<file path="src/rtl/ecc_pkg.sv">
// Shared constants, command encodings and FSM states for the GF(2^233) scalar-multiplication sequencer.
package ecc_pkg;

   localparam int M  = 233;
   localparam int CW = 8;

   localparam logic [CW-1:0] CNT_M    = CW'(M);
   localparam logic [CW-1:0] CNT_ONE  = CW'(1);
   localparam logic [CW-1:0] CNT_ZERO = CW'(0);

   typedef enum logic [1:0] {
      OP_INIT = 2'd0,
      OP_DBL  = 2'd1,
      OP_ADD  = 2'd2,
      OP_RSVD = 2'd3
   } op_e;

   typedef enum logic [2:0] {
      IDLE  = 3'd0,
      SCAN  = 3'd1,
      ISSUE = 3'd2,
      WAIT  = 3'd3,
      FIN   = 3'd4
   } state_e;

   // Scalar bits are consumed MSB first.
   function automatic logic [M-1:0] shl1(input logic [M-1:0] v);
      return {v[M-2:0], 1'b0};
   endfunction

endpackage

</file>
<file path="src/rtl/ecc_scalar_seq_if.sv">
// Command port between the scalar sequencer (master) and the point-arithmetic unit (slave).
interface ecc_scalar_seq_if;

   logic       cmd_valid;
   logic       cmd_ready;
   logic [1:0] cmd_op;
   logic       cmd_dummy;
   logic       op_done;

   modport master (
      output cmd_valid,
      output cmd_op,
      output cmd_dummy,
      input  cmd_ready,
      input  op_done
   );

   modport slave (
      input  cmd_valid,
      input  cmd_op,
      input  cmd_dummy,
      output cmd_ready,
      output op_done
   );

endinterface

</file>
<file path="src/rtl/ecc_cmd_if.sv">
// Command-port register slice: holds valid/op/dummy stable until the point unit takes the command.
module ecc_cmd_if (
   input  logic       clk,
   input  logic       rst,
   input  logic       load,
   input  logic [1:0] load_op,
   input  logic       load_dummy,
   input  logic       cmd_ready,
   output logic       cmd_valid,
   output logic [1:0] cmd_op,
   output logic       cmd_dummy,
   output logic       fire
);

   logic       valid_r;
   logic [1:0] op_r;
   logic       dummy_r;

   assign fire      = valid_r & cmd_ready;
   assign cmd_valid = valid_r;
   assign cmd_op    = op_r;
   assign cmd_dummy = dummy_r;

   // Load a new command; op/dummy stay put after the handshake so the FSM can see what just finished.
   always_ff @(posedge clk or posedge rst) begin
      if (rst) begin
         valid_r <= 1'b0;
         op_r    <= 2'd0;
         dummy_r <= 1'b0;
      end else if (load) begin
         valid_r <= 1'b1;
         op_r    <= load_op;
         dummy_r <= load_dummy;
      end else if (fire) begin
         valid_r <= 1'b0;
      end else begin
         valid_r <= valid_r;
      end
   end

endmodule

</file>
<file path="src/rtl/ecc_scalar_seq.sv">
// Left-to-right double-and-add sequencer for Q = k*P over GF(2^233).
// Optional constant-time schedule: define ECC_SEQ_CONST_TIME_EN.
module ecc_scalar_seq
   import ecc_pkg::*;
(
   input  logic             clk,
   input  logic             rst,
   input  logic             start,
   input  logic [M-1:0]     scalar,
   output logic             busy,
   output logic             done,
   output logic             result_inf,
   ecc_scalar_seq_if.master cmd
);

`ifdef ECC_SEQ_CONST_TIME_EN
   localparam logic CONST_TIME = 1'b1;
`else
   localparam logic CONST_TIME = 1'b0;
`endif

   state_e        state_r, state_s;
   logic [M-1:0]  sreg_r, sreg_s;
   logic [CW-1:0] cnt_r, cnt_s;
   logic          bit_cur_r, bit_cur_s;
   logic          zero_r, zero_s;
   logic          busy_r, done_r, inf_r, inf_s;
   logic          load_s, load_dummy_s;
   op_e           load_op_s;
   logic          cmd_valid_s, cmd_dummy_s, fire_s;
   logic [1:0]    cmd_op_s;

   ecc_cmd_if u_cmd (
      .clk        (clk),
      .rst        (rst),
      .load       (load_s),
      .load_op    (load_op_s),
      .load_dummy (load_dummy_s),
      .cmd_ready  (cmd.cmd_ready),
      .cmd_valid  (cmd_valid_s),
      .cmd_op     (cmd_op_s),
      .cmd_dummy  (cmd_dummy_s),
      .fire       (fire_s)
   );

   assign cmd.cmd_valid = cmd_valid_s;
   assign cmd.cmd_op    = cmd_op_s;
   assign cmd.cmd_dummy = cmd_dummy_s;
   assign busy          = busy_r;
   assign done          = done_r;
   assign result_inf    = inf_r;

   // Next-state, scalar scan and command issue decisions.
   always_comb begin
      state_s      = state_r;
      sreg_s       = sreg_r;
      cnt_s        = cnt_r;
      bit_cur_s    = bit_cur_r;
      zero_s       = zero_r;
      inf_s        = 1'b0;
      load_s       = 1'b0;
      load_op_s    = OP_INIT;
      load_dummy_s = 1'b0;
      case (state_r)
         IDLE: begin
            if (start) begin
               sreg_s  = scalar;
               cnt_s   = CNT_M;
               zero_s  = (scalar == {M{1'b0}});
               state_s = SCAN;
            end else begin
               state_s = IDLE;
            end
         end
         SCAN: begin
            // The constant-time schedule never skips leading zeros.
            if (CONST_TIME || sreg_r[M-1]) begin
               sreg_s    = shl1(sreg_r);
               cnt_s     = cnt_r - CNT_ONE;
               load_s    = 1'b1;
               load_op_s = OP_INIT;
               state_s   = ISSUE;
            end else if (cnt_r == CNT_ONE) begin
               inf_s   = 1'b1;
               state_s = FIN;
            end else begin
               sreg_s = shl1(sreg_r);
               cnt_s  = cnt_r - CNT_ONE;
            end
         end
         ISSUE: begin
            if (fire_s) begin
               state_s = WAIT;
            end else begin
               state_s = ISSUE;
            end
         end
         WAIT: begin
            if (cmd.op_done) begin
               if ((cmd_op_s == OP_DBL) && (CONST_TIME || bit_cur_r)) begin
                  load_s       = 1'b1;
                  load_op_s    = OP_ADD;
                  load_dummy_s = CONST_TIME & ~bit_cur_r;
                  state_s      = ISSUE;
               end else if (cnt_r == CNT_ZERO) begin
                  inf_s   = CONST_TIME & zero_r;
                  state_s = FIN;
               end else begin
                  bit_cur_s = sreg_r[M-1];
                  sreg_s    = shl1(sreg_r);
                  cnt_s     = cnt_r - CNT_ONE;
                  load_s    = 1'b1;
                  load_op_s = OP_DBL;
                  state_s   = ISSUE;
               end
            end else begin
               state_s = WAIT;
            end
         end
         FIN: begin
            state_s = IDLE;
         end
         default: begin
            state_s = IDLE;
         end
      endcase
   end

   // State, scalar registers and registered host outputs; done/result_inf live only in FIN.
   always_ff @(posedge clk or posedge rst) begin
      if (rst) begin
         state_r   <= IDLE;
         sreg_r    <= {M{1'b0}};
         cnt_r     <= CNT_ZERO;
         bit_cur_r <= 1'b0;
         zero_r    <= 1'b0;
         busy_r    <= 1'b0;
         done_r    <= 1'b0;
         inf_r     <= 1'b0;
      end else begin
         state_r   <= state_s;
         sreg_r    <= sreg_s;
         cnt_r     <= cnt_s;
         bit_cur_r <= bit_cur_s;
         zero_r    <= zero_s;
         busy_r    <= (state_s == SCAN) || (state_s == ISSUE) || (state_s == WAIT);
         done_r    <= (state_s == FIN);
         inf_r     <= inf_s;
      end
   end

endmodule
</file>
<file path="src/flat_wrapper.sv">
// flat-port wrapper written by rule: the top's interface ports become plain ports
module ecc_scalar_seq_flat import ecc_pkg::*;
  (clk, rst, start, scalar, busy, done, result_inf, cmd_cmd_valid, cmd_cmd_op, cmd_cmd_dummy, cmd_cmd_ready, cmd_op_done);
  ecc_scalar_seq_if cmd_i ();
  input  logic clk;
  input  logic rst;
  input  logic start;
  input  logic [M-1:0] scalar;
  output logic busy;
  output logic done;
  output logic result_inf;
  output wire logic [$bits(cmd_i.cmd_valid)-1:0] cmd_cmd_valid;
  output wire logic [$bits(cmd_i.cmd_op)-1:0] cmd_cmd_op;
  output wire logic [$bits(cmd_i.cmd_dummy)-1:0] cmd_cmd_dummy;
  input wire logic [$bits(cmd_i.cmd_ready)-1:0] cmd_cmd_ready;
  input wire logic [$bits(cmd_i.op_done)-1:0] cmd_op_done;
  assign cmd_cmd_valid = cmd_i.cmd_valid;
  assign cmd_cmd_op = cmd_i.cmd_op;
  assign cmd_cmd_dummy = cmd_i.cmd_dummy;
  assign cmd_i.cmd_ready = cmd_cmd_ready;
  assign cmd_i.op_done = cmd_op_done;
  ecc_scalar_seq u_core (.clk(clk), .rst(rst), .start(start), .scalar(scalar), .busy(busy), .done(done), .result_inf(result_inf), .cmd(cmd_i));
endmodule
</file>
<file path="config.mk">
export PLATFORM = sky130hd
export DESIGN_NAME = ecc_scalar_seq_flat
export DESIGN_NICKNAME = d
export VERILOG_FILES = /design/src/rtl/ecc_pkg.sv /design/src/rtl/ecc_scalar_seq_if.sv /design/src/rtl/ecc_cmd_if.sv /design/src/rtl/ecc_scalar_seq.sv /design/src/flat_wrapper.sv
export SDC_FILE = /design/constraint.sdc
export NUM_CORES = 1
export LEC_CHECK = 0
export CORE_UTILIZATION = 35
export CTS_BUF_LIST = sky130_fd_sc_hd__clkbuf_2 sky130_fd_sc_hd__clkbuf_4 sky130_fd_sc_hd__clkbuf_8
export DETAILED_ROUTE_END_ITERATION = 7
export GPL_ROUTABILITY_DRIVEN = 0
export SYNTH_ARGS = -nofsm -noshare
export SYNTH_HDL_FRONTEND = slang
export SYNTH_SLANG_ARGS = --single-unit
</file>
<file path="constraint.sdc">
create_clock -name clk -period 7.45 [get_ports clk]
set_clock_uncertainty 0.1 [all_clocks]
set_input_delay 1.1175 -clock clk [delete_from_list [all_inputs] [get_ports clk]]
set_output_delay 1.1175 -clock clk [all_outputs]
set_load 0.005 [all_outputs]
</file>
==> Word-level counts from Yosys, hierarchy flattened <==
Cells that the tools add are included.
{ "op_classes": {"add_sub_neg": 1, "n_eq_ne": 14, "n_mux": 36, "bitwise": 3, "reduce_logical": 10} }
{ "op_table": {"columns": ["operator", "count"], "rows": [
  ["$mux 233", 6],
  ["$pmux 233 s3", 1],
  ["$mux 8", 6],
  ["$pmux 8 s3", 1],
  ["$mux 3", 5],
  ["$eq 3x2->1 const B", 4],
  ["$mux 1", 12],
  ["$pmux 3 s4", 1],
  ["$eq 8x1->1 const B", 1],
  ["$logic_not 8->1", 1],
  ["$ne 2x2->1 const B", 4],
  ["$sub 8x1->8 const B", 1],
  ["$eq 3x1->1 const B", 2],
  ["$mux 2", 3],
  ["$reduce_and 6->1", 1],
  ["$reduce_and 5->1", 1],
  ["$reduce_and 4->1", 1],
  ["$eq 3x3->1 const B", 1],
  ["$logic_not 3->1", 1],
  ["$ne 3x2->1 const B", 1],
  ["$reduce_bool 3->1", 1],
  ["$eq 2x1->1 const B", 1],
  ["$logic_or 1x1->1", 2],
  ["$not 1->1", 2],
  ["4 further kinds", 4]
]} }
{ "totals": {"register_bits": 251, "input_bits": 238, "out_inout_bits": 7, "word_cells": 74} }

==> Logic depth before layout (Yosys ltp) <==
Gate-level depths: netlist of run 1.
{ "depth": {"word_depth": 8, "ltp_mapped": 9, "mapped_depth_nobuf": 6} }

==> Modules after synthesis <==
Synthesis of run 1 repeated with hierarchy kept, for this count alone.
{ "hier_totals": {"cells_unflattened": 1117, "hier_area_um2": 10807.9} }
{ "modules_own_cells": {"columns": ["mod", "n_inst", "cells_per_inst", "area_each_um2", "seq_area_each_um2"], "rows": [
  ["ecc_scalar_seq", 1, 1106, 10651.5, 6206.0],
  ["ecc_cmd_if", 1, 11, 156.4, 100.1]
]} }

==> Worst setup path before layout of run 1 <==
No wires, ideal clock.
{ "synth_timing": {"path_type": "input port to flip-flop", "startpoint": "in cmd_op_done", "endpoint": "reg u_core.sreg_r[100]", "setup_ns": 0.127, "arrival_ns": 2.302, "t_required_ns": 7.223, "slack_ns": 4.921, "stages": 7, "n_path_buf": 2, "cell_sequence": "nand2_1 -> o22ai_1 -> o211ai_2 -> buf_2 -> buf_1 -> a222oi_1 -> inv_1"} }
{ "synth_via": {"elab_chain_cells": 2} }
{ "synth_lines": {"columns": ["element", "line_no", "source"], "rows": [
  ["from (decl)", "flat_wrapper.sv:16", "input wire logic [$bits(cmd_i.op_done)-1:0] cmd_op_done;"],
  ["$ne 2x2->1 (no source line)", null, null],
  ["$reduce_and 6->1 (no source line)", null, null],
  ["to (signal assigned)", "ecc_scalar_seq.sv:133", "sreg_r <= {M{1'b0}};"],
  ["to (signal assigned)", "ecc_scalar_seq.sv:142", "sreg_r <= sreg_s;"],
  ["to (decl)", "ecc_scalar_seq.sv:23", "logic [M-1:0] sreg_r, sreg_s;"]
]} }
Every way passes these cells.
A chain may end at the register's enable or synchronous reset.

==> Final worst setup path of run 1 <==
{ "layout_timing": {"startpoint": "in start", "endpoint": "reg u_core.sreg_r[188]"} }
{ "layout_via": {"elab_chain_cells": 2} }
{ "layout_lines": {"columns": ["element", "line_no", "source"], "rows": [
  ["from (decl)", "flat_wrapper.sv:7", "input logic start;"],
  ["$ne 2x2->1 (no source line)", null, null],
  ["$reduce_and 6->1 (no source line)", null, null]
]} }
Every way passes these cells.

==> results of run 1 <==
==> layout by cell type, fill, tap and decap left out, types with 2 or more instances in the layout <==
cell             count
inv_1              238
a21oi_1              9
clkinvlp_4           3
a222oi_1           231
nor2_1              12
o21ai_0              6
or3_1                4
buf_12               3
nand3_1              7
o21ai_1              2
o31ai_1              3
clkbuf_4            16
ha_1                 3
dfrtp_1            251
nand2b_1             2
nand4_1              2
and4_1               2
nand2_1              6
nor3_1               2
a211oi_1             2
nor4b_1              2
clkbuf_8            55
buf_4                5
clkdlybuf4s50_1    243
==> state kept, by name, indices dropped and copies added, names as in the netlist <==
name / count
u_core.done: 1
u_core.cnt_r: 8
u_core.bit_cur_r: 1
u_core.state_r: 3
u_core.result_inf: 1
u_core.u_cmd.cmd_op: 2
u_core.u_cmd.cmd_valid: 1
u_core.sreg_r: 233
u_core.busy: 1
==> cell type report <==
cell class              count  area share, %
flip-flops and latches    251          44.84
multi-input cells         315          20.55
repair buffers            251          18.06
inverters                 239          6.431
clock buffers              71          6.261
well taps                 390          3.483
clock inverters             4         0.3573
diodes                      1        0.01786
==> final timing paths <==
kind	endpoint	slack (ns)
worst max-delay path	u_core.sreg_r[188]	3.96
worst min-delay path	u_core.sreg_r[9]	0.39
worst max register to register	u_core.sreg_r[188]	4.27
worst min register to register	u_core.sreg_r[9]	0.39
max in group asynchronous	u_core.sreg_r[98]	4.94
min in group asynchronous	u_core.sreg_r[216]	1.03
==> worst register-to-register path, cell delays in order, from the launching register on <==
cell and delay [ns]:
dfrtp_1 0.49, or2_2 0.38, nor2_4 0.96, buf_12 0.56
a222oi_1 0.49, inv_1 0.11
==> stage by stage <==
step / utilization [%] / cell area (um2) / instances / worst slack (ns) / hold slack (ns)
floorplan: - / 10520 / 888 / 2.931 / 0.3581
global placement: 44.25 / 13080 / 1446 / 3.549 / 0.3717
detailed placement: 44.25 / 13080 / 1446 / 3.498 / 0.3801
CTS: 47.38 / 14010 / 1521 / 4.072 / 0.3938
global route: 47.39 / 14010 / 1522 / 3.814 / 0.4130
finish: 47.39 / 14010 / 1522 / 3.959 / 0.3906
==> kinds of logic after synthesis <==
logic type / after synthesis
flip-flops: 251
buffers and inverters: 322
other: 1
adder cells (fa/ha/maj): 3
AND/OR/NAND/NOR: 47
AO/OA/AOI/OAI: 264
==> power by group through the flow <==
stage / clock (mW) / combinational, mW / sequential, mW
global route: 1.44 / 1.01 / 2.00
floorplan: 0 / 0.649 / 1.91
finish: 1.32 / 0.887 / 1.96
detailed placement: 0 / 0.899 / 1.98
global placement: 0 / 0.870 / 1.98
CTS: 1.38 / 0.900 / 1.96
==> synth_stat cells (2+ instances only) <==
library cell  instances  area [um2]
nand4_1               2       12.51
nor3_1                2       10.01
nor4b_1               2       17.52
buf_2                13       65.06
a222oi_1            231        2312
buf_1                 7       26.28
o21ai_1               2       10.01
buf_6                20       225.2
a211oi_1              2       15.01
clkbuf_1             42       157.7
nand2b_1              2       12.51
o31ai_1               3       22.52
ha_1                  3       37.54
and4_1                2       17.52
nor2_1               13       48.80
dfrtp_1             251        6281
nand2_1               6       22.52
o21ai_0               6       30.03
a21oi_1               9       45.04
inv_1               239       897.1
or3_1                 4       25.02
nand3_1               7       35.03
==> routing by layer <==
metal / up-vias / routed length, um / GRT usage (%) / part of all wire [%]
met2: 316 / 12070 / 25.66 / 46
met4: 0 / 593 / 5.435 / 2.2
met3: 49 / 2233 / 4.632 / 8.4
li1: 3836 / - / - / -
met1: 4227 / 11620 / 23.44 / 44
met5: - / 0 / 0 / 0
==> reports/qor.csv, run 1 <==
stage;metric;value;unit
cts;cts repair resizes;0;
setup_path;Worst Setup End Kind;flop;
grt;largest net degree at the start of global routing;233;
cts;CTS H-tree depth;2;
synth;Post-synth EDFFs;0;
synth;Post-Syn Area;10510;um2
place;IO Port Bufs;243;
power;switching part of the total power;29.09;%
drt;wire per inst;17.42;um
synth;post-synthesis async set-or-reset flop share;100.0;%
sta;period utilization;46.86;%
power;Static Leakage;7.647;nW
final_layout;FF+latch area;6281;um2
drt;Iter 0 DRT Violations;1482;
floorplan;Core Rows;63;
drt;DRT Pass-1 Iters;8;
power;sequential share of power;47.0;%
cts;Worst-Skew Late Latency;0.54;ns
final_layout;fin nets;1343;
final_layout;synth-to-layout area growth;33.24;%
synth;Mapped Cells;888;
drt;antenna-violating nets left;0;
final_layout;Multi-input gate area;2879;um2
setup_path;Worst Reg-to-Reg Cells;5;
synth;Mapped Avg Cell Area;11.84;um2
setup_path;CP Data Required Time;7.80;ns
floorplan;Top-Level Pins;245;
floorplan;initial core utilization;35.57;%
synth;number of synthesized register bits;251;
job;Max-Cap Viols;0;
floorplan;core area;29560;um2
setup_path;CP max stage cell;nor2_4;
place;HPWL Detailed;15650;um
setup_path;Buf/Inv on CP;3;
final_layout;# fillers;2707;
sta;Final setup viols;0;
synth;Post-Synth Adder-Cell Area;0.3570;%
floorplan;die height;175.3;um
setup_path;CP top delay family;buffers and inverters;
setup_path;Crit. path cell count;6;
floorplan;die width;175.3;um
synth;post-synthesis compound-gate area fraction;24.17;%
setup_path;crit-path max FO;183;
power;combinational share of power;21.2;%
synth;mux contribution to synthesized area;0;%
cts;CTS tree;yes;
cts;post-CTS setup buffer count;0;
cts;Max clock buf depth;3;
drt;vias post-DR;8428;
final_layout;share of cells above drive strength 1;8.046;%
cts;clock tree root buffer cell;clkbuf_8;
grt;total gr overflow;0;
grt;first-pass GRT wire length;42800;um
drt;Routed WL;26510;um
grt;vias in the first global route;8261;
cts;Worst-path clk slew;0.05;ns
drt;Vias/cell;5.537;
sta;RSZ-0062 raised after global routing;false;
cts;Sink Count;251;
floorplan;die area;30740;um2
synth;combinational family with the most area after synthesis;compound AO/OA/AOI/OAI gates;
grt;GRT Overall Usage;16.92;%
worst_hold_path;Hold Crit Class;reg -> reg;
power;Max VDD drop;0.1374;mV
sta;post-layout min period;3.491;ns
setup_path;Critical Path, Cell by Cell;clkdlybuf4s50_1, nand2_1, nor2_4, buf_12, a222oi_1, inv_1;
power;Switch Pwr;1.214;mW
synth;area share of and/or/nand/nor cells after synthesis;2.582;%
power;internal power;2.960;mW
setup_path;CP Launch Type;input pin;
setup_path;Slowest Stage Delay on Critical Path;0.94;ns
synth;Yosys cell types;42;
run_status;status;finished with violations;
sta;setup TNS;0;ns
setup_path;critical path class;in -> reg;
power;Clock Power Share;31.7;%
synth;Yosys warning total;0;
power;PD cells;298.0;nW/um2
grt;initial antenna violation count;1;
cts;cts hold-fix bufs;0;
setup_path;reg2reg start;u_core.state_r[2];
synth;top_reg_cell synth;dfrtp_1;
sta;worst-margin pin slew;1.254;ns
setup_path;WP data arrival;3.84;ns
power;Pwr Total;4.175;mW
worst_hold_path;Hold Path Cell Cnt;2;
sta;FMAX;286.4;MHz
worst_hold_path;HP Start;u_core.sreg_r[9];
synth;register area share after synthesis;59.74;%
setup_path;crit path from;start;
run_status;failing checks;design-rule violations;
sta;Final Max Slew Viols;0;
synth;Syn Nets;1129;
sta;Fin. Hold Viols;0;
cts;Num CTS Buffers;44;
sta;relative slew slack;16.18;%
drt;DRC viols;48;
synth;XOR/XNOR Fraction of Synth Area;0;%
Power figures use the tool's default switching activity.
==> inputs of run 2 (changes only) <==
==> constraint.sdc (replaced) <==
create_clock -name clk -period 3.3 [get_ports clk]
set_clock_uncertainty 0.1 [all_clocks]
set_input_delay 0.495 -clock clk [delete_from_list [all_inputs] [get_ports clk]]
set_output_delay 0.495 -clock clk [all_outputs]
set_load 0.005 [all_outputs]
==> run 2 against run 1 <==
The run still ends with design-rule violations left. Via count barely moved. Final cell count is 1.2% higher. Register-to-register slack lost 3.9 ns. Critical path depth rose by 1. Wire length is 0.31% higher. Highest routed layer unchanged.
==> reports/qor.csv, run 2 (same netlist as run 1, synthesis figures left out) <==
stage;metric;value;unit
power;Clock Power Share;30.5;%
cts;Sink Count;251;
drt;Routed WL;26600;um
drt;vias post-DR;8434;
cts;Worst-path clk slew;0.06;ns
cts;CTS H-tree depth;2;
sta;relative slew slack;35.46;%
worst_hold_path;Hold Crit Class;in -> async;
power;PD cells;659.7;nW/um2
setup_path;Crit. path cell count;7;
sta;RSZ-0062 raised after global routing;false;
power;Switch Pwr;2.733;mW
setup_path;WP data arrival;3.32;ns
setup_path;CP max stage cell;o211ai_4;
floorplan;initial core utilization;35.57;%
floorplan;Core Rows;63;
floorplan;die area;30740;um2
setup_path;CP top delay family;compound AO/OA/AOI/OAI gates;
place;IO Port Bufs;243;
final_layout;share of cells above drive strength 1;9.487;%
sta;worst-margin pin slew;0.9634;ns
run_status;failing checks;design-rule violations;
grt;total gr overflow;0;
setup_path;Buf/Inv on CP;3;
cts;post-CTS setup buffer count;0;
setup_path;Worst Reg-to-Reg Cells;7;
setup_path;Worst Setup End Kind;flop;
cts;Num CTS Buffers;45;
setup_path;CP Data Required Time;3.66;ns
setup_path;critical path class;reg -> reg;
final_layout;largest registers;u_core.sreg_r x233, u_core.cnt_r x8, u_core.state_r x3;
sta;Final setup viols;0;
job;Max-Cap Viols;0;
grt;largest net degree at the start of global routing;147;
sta;FMAX;337.7;MHz
drt;Vias/cell;5.477;
setup_path;most frequent CP cell;buf_4;
sta;period utilization;89.74;%
floorplan;die width;175.3;um
place;Post-Place Cells;1465;
sta;Fin. Hold Viols;0;
sta;WHS;0.3262;ns
cts;Worst-Skew Late Latency;0.53;ns
power;sequential share of power;47.4;%
power;combinational share of power;22.1;%
place;DP Area;13280;um2
final_layout;max reg flops;233;
floorplan;Top-Level Pins;245;
grt;initial antenna violation count;1;
drt;DRT Pass-1 Iters;8;
final_layout;commonest non-fill, non-tap cell in the layout;dfrtp_1;
setup_path;Critical Path, Cell by Cell;nor4_4, a31oi_2, o211ai_4, buf_4, buf_4, a222oi_1, inv_1;
cts;cts hold-fix bufs;0;
grt;vias in the first global route;8420;
final_layout;commonest non-fill, non-tap cells in the layout;dfrtp_1 (251), clkdlybuf4s50_1 (243), inv_1 (238);
floorplan;die height;175.3;um
floorplan;core area;29560;um2
sta;post-layout min period;2.961;ns
drt;DRC viols;19;
final_layout;Layout Cell Area excl Fill;14170;um2
final_layout;final core utilization;47.92;%
final_layout;# fillers;2734;
setup_path;Slowest Stage Delay on Critical Path;0.80;ns
final_layout;synth-to-layout area growth;34.74;%
grt;first-pass GRT wire length;43380;um
cts;CTS tree;yes;
cts;cts repair resizes;0;
cts;Max clock buf depth;3;
run_status;status;finished with violations;
power;switching part of the total power;29.24;%
drt;Iter 0 DRT Violations;1383;
setup_path;CP Launch Type;flop;
power;Static Leakage;7.746;nW
final_layout;fin nets;1363;
cts;clock tree root buffer cell;clkbuf_8;
final_layout;Top reg by flops;u_core.sreg_r;
grt;GRT Overall Usage;17.19;%
place;HPWL Detailed;17020;um
final_layout;Post-Layout Cell Count;1540;
sta;Final Max Slew Viols;0;
setup_path;crit-path max FO;35;
power;internal power;6.613;mW
power;Max VDD drop;0.3362;mV
drt;wire per inst;17.27;um
drt;antenna-violating nets left;0;
[run 2: cell count changes in the layout (fill, tap and decap cells not counted), sizes merged]
| cell | delta |
|---|---|
| clkinv | +2 |
| clkinvlp | -1 |
| clkbuf | -1 |
| buf | +19 |
| bufinv | -1 |
[run 2: cell type report]
cell class / count / area (um2) / area share [%]
Multi-Input combinational cell: 315 / 2879 / 20.32
Clock buffer: 70 / 857.1 / 6.050
Sequential cell: 251 / 6281 / 44.34
Inverter: 239 / 900.9 / 6.359
Timing Repair Buffer: 270 / 2735 / 19.31
Antenna cell: 1 / 2.502 / 0.01766
Clock inverter: 4 / 22.52 / 0.1590
Tap cell: 390 / 488.0 / 3.445
[run 2: power by group through the flow]
stage / clock, mW / sequential [mW] / combinational, mW
2_1_floorplan: 0 / 4.31 / 1.47
3_3_place_gp: 0 / 4.45 / 2.03
3_5_place_dp: 0 / 4.45 / 2.10
4_1_cts: 2.96 / 4.42 / 2.10
5_1_grt: 3.10 / 4.52 / 2.35
6_report: 2.85 / 4.43 / 2.07
[run 2: routing by layer]
| metal | track usage [%] | up-vias | part of all wire, % |
|---|---|---|---|
| met5 | 0 | - | 0 |
| met4 | 5.652 | 0 | 2.5 |
| met3 | 4.654 | 50 | 8.1 |
| met2 | 26.50 | 328 | 46 |
| met1 | 23.41 | 4179 | 44 |
| li1 | - | 3877 | - |
[run 2: path summary, 6_finish.rpt]
path	start	to	slack [ns]
max	u_core.cnt_r[2]	u_core.sreg_r[221]	0.34
min	rst	u_core.sreg_r[227]	0.33
max reg2reg	u_core.cnt_r[2]	u_core.sreg_r[221]	0.34
min reg2reg	u_core.sreg_r[222]	u_core.sreg_r[222]	0.39
max in group asynchronous	rst	u_core.sreg_r[23]	2.15
min in group clk	u_core.sreg_r[222]	u_core.sreg_r[222]	0.39
[run 2: stage by stage]
stage          TNS (ns)  power [mW]  setup slack, ns
2_1_floorplan   -149.77       5.772          -0.5967
3_3_place_gp          0       6.481           0.2640
3_5_place_dp          0       6.551           0.1971
4_1_cts               0       9.478           0.2713
5_1_grt               0       9.969          0.08741
6_report              0       9.346           0.3385
[run 2: worst min-delay path, delay by kind of cell]
kind / cells / cell delay [ns]
buf+inv: 3 / 0.84
==> inputs of run 3 (changes only) <==
--- a/config.mk
+++ b/config.mk
@@ -6,7 +6,7 @@
 export NUM_CORES = 1
 export LEC_CHECK = 0
 export CORE_UTILIZATION = 35
-export CTS_BUF_LIST = sky130_fd_sc_hd__clkbuf_2 sky130_fd_sc_hd__clkbuf_4 sky130_fd_sc_hd__clkbuf_8
+export CTS_BUF_LIST = sky130_fd_sc_hd__clkbuf_4 sky130_fd_sc_hd__clkbuf_8
 export DETAILED_ROUTE_END_ITERATION = 7
 export GPL_ROUTABILITY_DRIVEN = 0
 export SYNTH_ARGS = -nofsm -noshare
==> results of run 3 <==
The final DEF is identical to that of run 2; final timing and power are the same.
==> RTL change 1, RTL diff (flow settings as in run 2) <==
Reset style: synchronous (`rst`), changed in 2 clocked blocks.
--- a/src/rtl/ecc_cmd_if.sv
+++ b/src/rtl/ecc_cmd_if.sv
@@ -23,5 +23,5 @@
 
    // Load a new command; op/dummy stay put after the handshake so the FSM can see what just finished.
-   always_ff @(posedge clk or posedge rst) begin
+   always_ff @(posedge clk) begin
       if (rst) begin
          valid_r <= 1'b0;
--- a/src/rtl/ecc_scalar_seq.sv
+++ b/src/rtl/ecc_scalar_seq.sv
@@ -128,5 +128,5 @@
 
    // State, scalar registers and registered host outputs; done/result_inf live only in FIN.
-   always_ff @(posedge clk or posedge rst) begin
+   always_ff @(posedge clk) begin
       if (rst) begin
          state_r   <= IDLE;
Check against the original RTL: differs if rst is asserted again (counterexample within 4 cycles, from zero or initial values and one cycle with rst high); with rst held inactive, the same outputs for 4 cycles.
==> RTL change 1 against run 2 <==
  * Final cell count grew 14%
  * Routed wire length grew 2.3%
  * Critical path depth grew 1
  * Total power shrank 14%
  * Final area shrank 4.2%
  * Worst setup slack gained 0.19 ns
  * Largest power group unchanged
  * Sequential share of layout area shrank 7.3 points
  * Synthesized area shrank 3.5%
  * Sequential cell count is the same
==> RTL change 1: results (changes against run 2) <==
via-per-instance ratio 5.281 (-3.6%); Distinct cells, synth 44 (+4.8%); vias in the first global route 8869 (+5.3%); Critical R2R Launch u_core.cnt_r[0]; status completed; number of detailed-route iterations in the first pass 5 (-3); dominant synthesized flop cell dfxtp_1; WL per Instance 15.51 µm (-10%); largest net degree at the start of global routing 176 (+20%); initial antenna violation count 3 (+2); Worst Hold Class reg2reg; synth top area cells dfxtp_1 50%, o221ai_1 15%, nand2_1 13%; max_slew headroom 0.3491 (-0.005586); Peak VDD IR 261.1 µV (-22%); gate count of the mapped netlist 1154 (+30%); Layout Cells excl Fill 1754 (+14%); DP Cell Count 1675 (+14%); most common library cells after synthesis 362 x nand2_1, 251 x dfxtp_1, 175 x o221ai_1; Async SR Flop Fraction 0 (-1.000); Leakage 5.455 nW (-30%); fillcell total 2732 (-0.073%); post-synthesis sequential area ratio 0.4952 (-0.1022); Critical Path End u_core.sreg_r[210]; CP arrival 3.12 ns (-0.20 ns); first-pass GRT wire length 43610 µm (+0.53%); Syn Nets 1395 (+24%)
==> RTL change 1: worst max-delay path: stages (launching register included) <==
cell and delay [ns]:
dfxtp_1 0.34, inv_1 0.13, ha_1 0.17, nor3b_1 0.42, a21boi_2 0.22, o211ai_4 0.69, buf_12 0.29, a22oi_1 0.11
a21oi_1 0.18
==> RTL change 1: logic make-up after synthesis <==
group | count (synthesis) | share of synthesized area
adders and majority gates | 3 | 0.003700
and+or+nand+nor | 461 | 0.1890
AOI/OAI and AO/OA | 317 | 0.2444
buffers and inverters | 117 | 0.06338
DFF | 251 | 0.4952
muxes | 4 | 0.003946
other | 1 | 0.0003696
==> RTL change 1: metal layers <==
layer  wire [µm]  part of all wire  global-route usage  up-vias
met5          45            0.0017                   0        -
met2       12410              0.46              0.2842      243
met4         409             0.015             0.04810        6
met1       12370              0.45              0.2349     4356
li1            -                 -                   -     4619
met3        1969             0.072             0.04944       39
==> RTL change 1: through the flow <==
| stage | worst slack, ns | utilization | instance area (µm²) |
|---|---|---|---|
| 6_report | 0.5315 | 0.4818 | 13570 |
| 2_1_floorplan | 1.229 | - | 10150 |
| 3_5_place_dp | 0.5440 | 0.4489 | 12640 |
| 5_1_grt | 0.2965 | 0.4818 | 13570 |
| 4_1_cts | 0.5290 | 0.4818 | 13570 |
| 3_3_place_gp | 0.5540 | 0.4489 | 12640 |
==> RTL change 1: cell type report <==
cell class / count / area share
clock buffer: 72 / 0.06566
clock inverter: 7 / 0.002582
inverter: 4 / 0.001107
multi-input combinational: 786 / 0.3329
sequential: 251 / 0.3703
tap: 378 / 0.03486
timing repair buffer: 256 / 0.1925
==> RTL change 1: where the power goes <==
group	total (mW)	internal, mW	switching, mW
sequential	3.69	3.45	0.236
clock	2.94	1.70	1.24
combinational	1.45	0.645	0.804
total	8.08	5.80	2.28
==> RTL change 2, RTL diff (flow settings as in run 2) <==
Made on the original files. Build with the macro `ECC_SEQ_CONST_TIME_EN` defined.
--- a/src/rtl/ecc_scalar_seq.sv
+++ b/src/rtl/ecc_scalar_seq.sv
@@ -1,4 +1,6 @@
 // Left-to-right double-and-add sequencer for Q = k*P over GF(2^233).
 // Optional constant-time schedule: define ECC_SEQ_CONST_TIME_EN.
+`define ECC_SEQ_CONST_TIME_EN
+
 module ecc_scalar_seq
    import ecc_pkg::*;
Function: changed (a bounded check fails within 4 cycles, from zero or initial values and one cycle with rst high).
==> RTL change 2 against run 2 <==
  * Synthesized area up 14%
  * Final area increased by 11%
  * Sequential cell count rose by 2
  * Worst setup slack improved by 0.53 ns
  * Routed wire length grew 31%
  * Fmax rose by 22%
  * Utilization decreased by 1.2 points
Power is not compared: it rests on default switching activity, and its combinational part moved more than twofold at a synthesized area within 25%.
==> RTL change 2: results (changes against run 2) <==
setup violators final 0 (unchanged); Crit path largest cell delay 0.59 ns (-0.21 ns); final setup TNS 0 ns (unchanged); post-synthesis sequential area ratio 0.5283 (-0.06906); WL per Instance 16.24 µm (-5.9%); Final HPWL DP 24450 µm (+44%); XOR/XNOR share of the synthesized area 0 (unchanged); Distinct cells, synth 38 (-9.5%); mux cell area share after synthesis 0.0009398 (+0.0009398); NumNets Final 1900 (+39%); DP Area 0.01476 mm² (+11%); First DRT Iteration DRCs 748 (-46%); port bufs 244 (+0.41%); synth top area cells dfrtp_1 53%, nand2_1 15%, a31oi_1 12%; largest net degree at the start of global routing 127 (-14%); via-per-instance ratio 5.197 (-5.1%); CP Max Fanout 58 (+66%); dominant synthesized flop cell dfrtp_1; Num CTS Buffers 46 (+2.2%); most flop-heavy register u_core.sreg_r; Synth Area in Adders 0.002088 (-0.001482); post-synthesis compound-gate area fraction 0.1371 (-0.1046); H-Tree Level Count 2 (unchanged); layout cells sized above 1 0.06813 (-0.02674); most common library cells after synthesis 474 x nand2_1, 253 x dfrtp_1, 240 x nor2_1; CP top delay family simple AND/OR/NAND/NOR gates; Worst path slowest cell or4_4; Total Routing Usage GR 0.1994 (+0.02756); initial antenna violation count 3 (+2); first-pass GRT wire length 56510 µm (+30%); Syn Nets 1683 (+49%); vias in the first global route 10721 (+27%); sw power roughly 4.6 mW; status completed; Worst-Skew Late Latency 0.56 ns (+0.03 ns); CP startpoint u_core.cnt_r[3]; max_slew headroom 0.4136 (+0.05898); largest family of logic cells by synthesized area simple AND/OR/NAND/NOR gates
[RTL change 2: cell count changes in the layout (fill, tap and decap cells not counted), sizes merged, moves of 13 or more]
cell    before  now
nor2        13  240
nand2        6  474
inv        238    6
a31oi        1  234
a222oi     231    0
nor4         1   62
nand4        2   15
[RTL change 2: final timing paths]
check	endpoint	slack, ns	cells past startpoint
min in group clk	u_core.u_cmd.cmd_dummy	0.40	1
max in group asynchronous	u_core.sreg_r[88]	1.98	3
worst min-delay path	u_core.sreg_r[210]	0.26	2
worst max-delay path	u_core.sreg_r[88]	0.87	7
worst max register to register	u_core.sreg_r[88]	0.87	7
worst min register to register	u_core.u_cmd.cmd_dummy	0.40	1
[RTL change 2: cell families after synthesis]
| group | after synthesis |
|---|---|
| compound gates | 258 |
| fa+ha+maj | 2 |
| mux | 1 |
| simple gates | 819 |
| flops | 253 |
| buf+inv | 110 |
[RTL change 2: cell type report]
cell class | count | area, µm²
Fill cell | 3275 | 17900
Sequential cell | 253 | 6331
Multi-Input combinational cell | 1080 | 5045
Timing Repair Buffer | 274 | 2805
Clock buffer | 70 | 875.8
Tap cell | 448 | 560.5
Clock inverter | 6 | 73.82
Inverter | 5 | 22.52
Antenna cell | 2 | 5.005
[RTL change 2: per-stage QoR]
| stage | util | total power, mW | setup WS (ns) | instances |
|---|---|---|---|---|
| 6_report | 0.4676 | 12.84 | 0.8702 | 2138 |
| 5_1_grt | 0.4675 | 13.90 | 0.7449 | 2136 |
| 4_1_cts | 0.4675 | 12.98 | 0.8729 | 2136 |
| 3_5_place_dp | 0.4392 | 9.825 | 0.4357 | 2060 |
| 3_3_place_gp | 0.4392 | 9.661 | 0.4818 | 2060 |
| 2_1_floorplan | - | 8.550 | -0.6247 | 1443 |
[RTL change 2: metal layers]
metal	track usage	share of wire	vias to the layer above
li1	-	-	5394
met1	0.2807	0.46	5326
met2	0.3061	0.45	326
met3	0.04146	0.060	62
met4	0.06463	0.025	4
met5	0	0.00078	-
[RTL change 2: power groups by stage]
stage / sequential [mW] / combinational [mW] / clock (mW)
2_1_floorplan: 5.25 / 3.30 / 0
3_3_place_gp: 5.42 / 4.24 / 0
3_5_place_dp: 5.47 / 4.36 / 0
4_1_cts: 5.44 / 4.36 / 3.18
5_1_grt: 5.64 / 4.95 / 3.31
6_report: 5.44 / 4.31 / 3.09
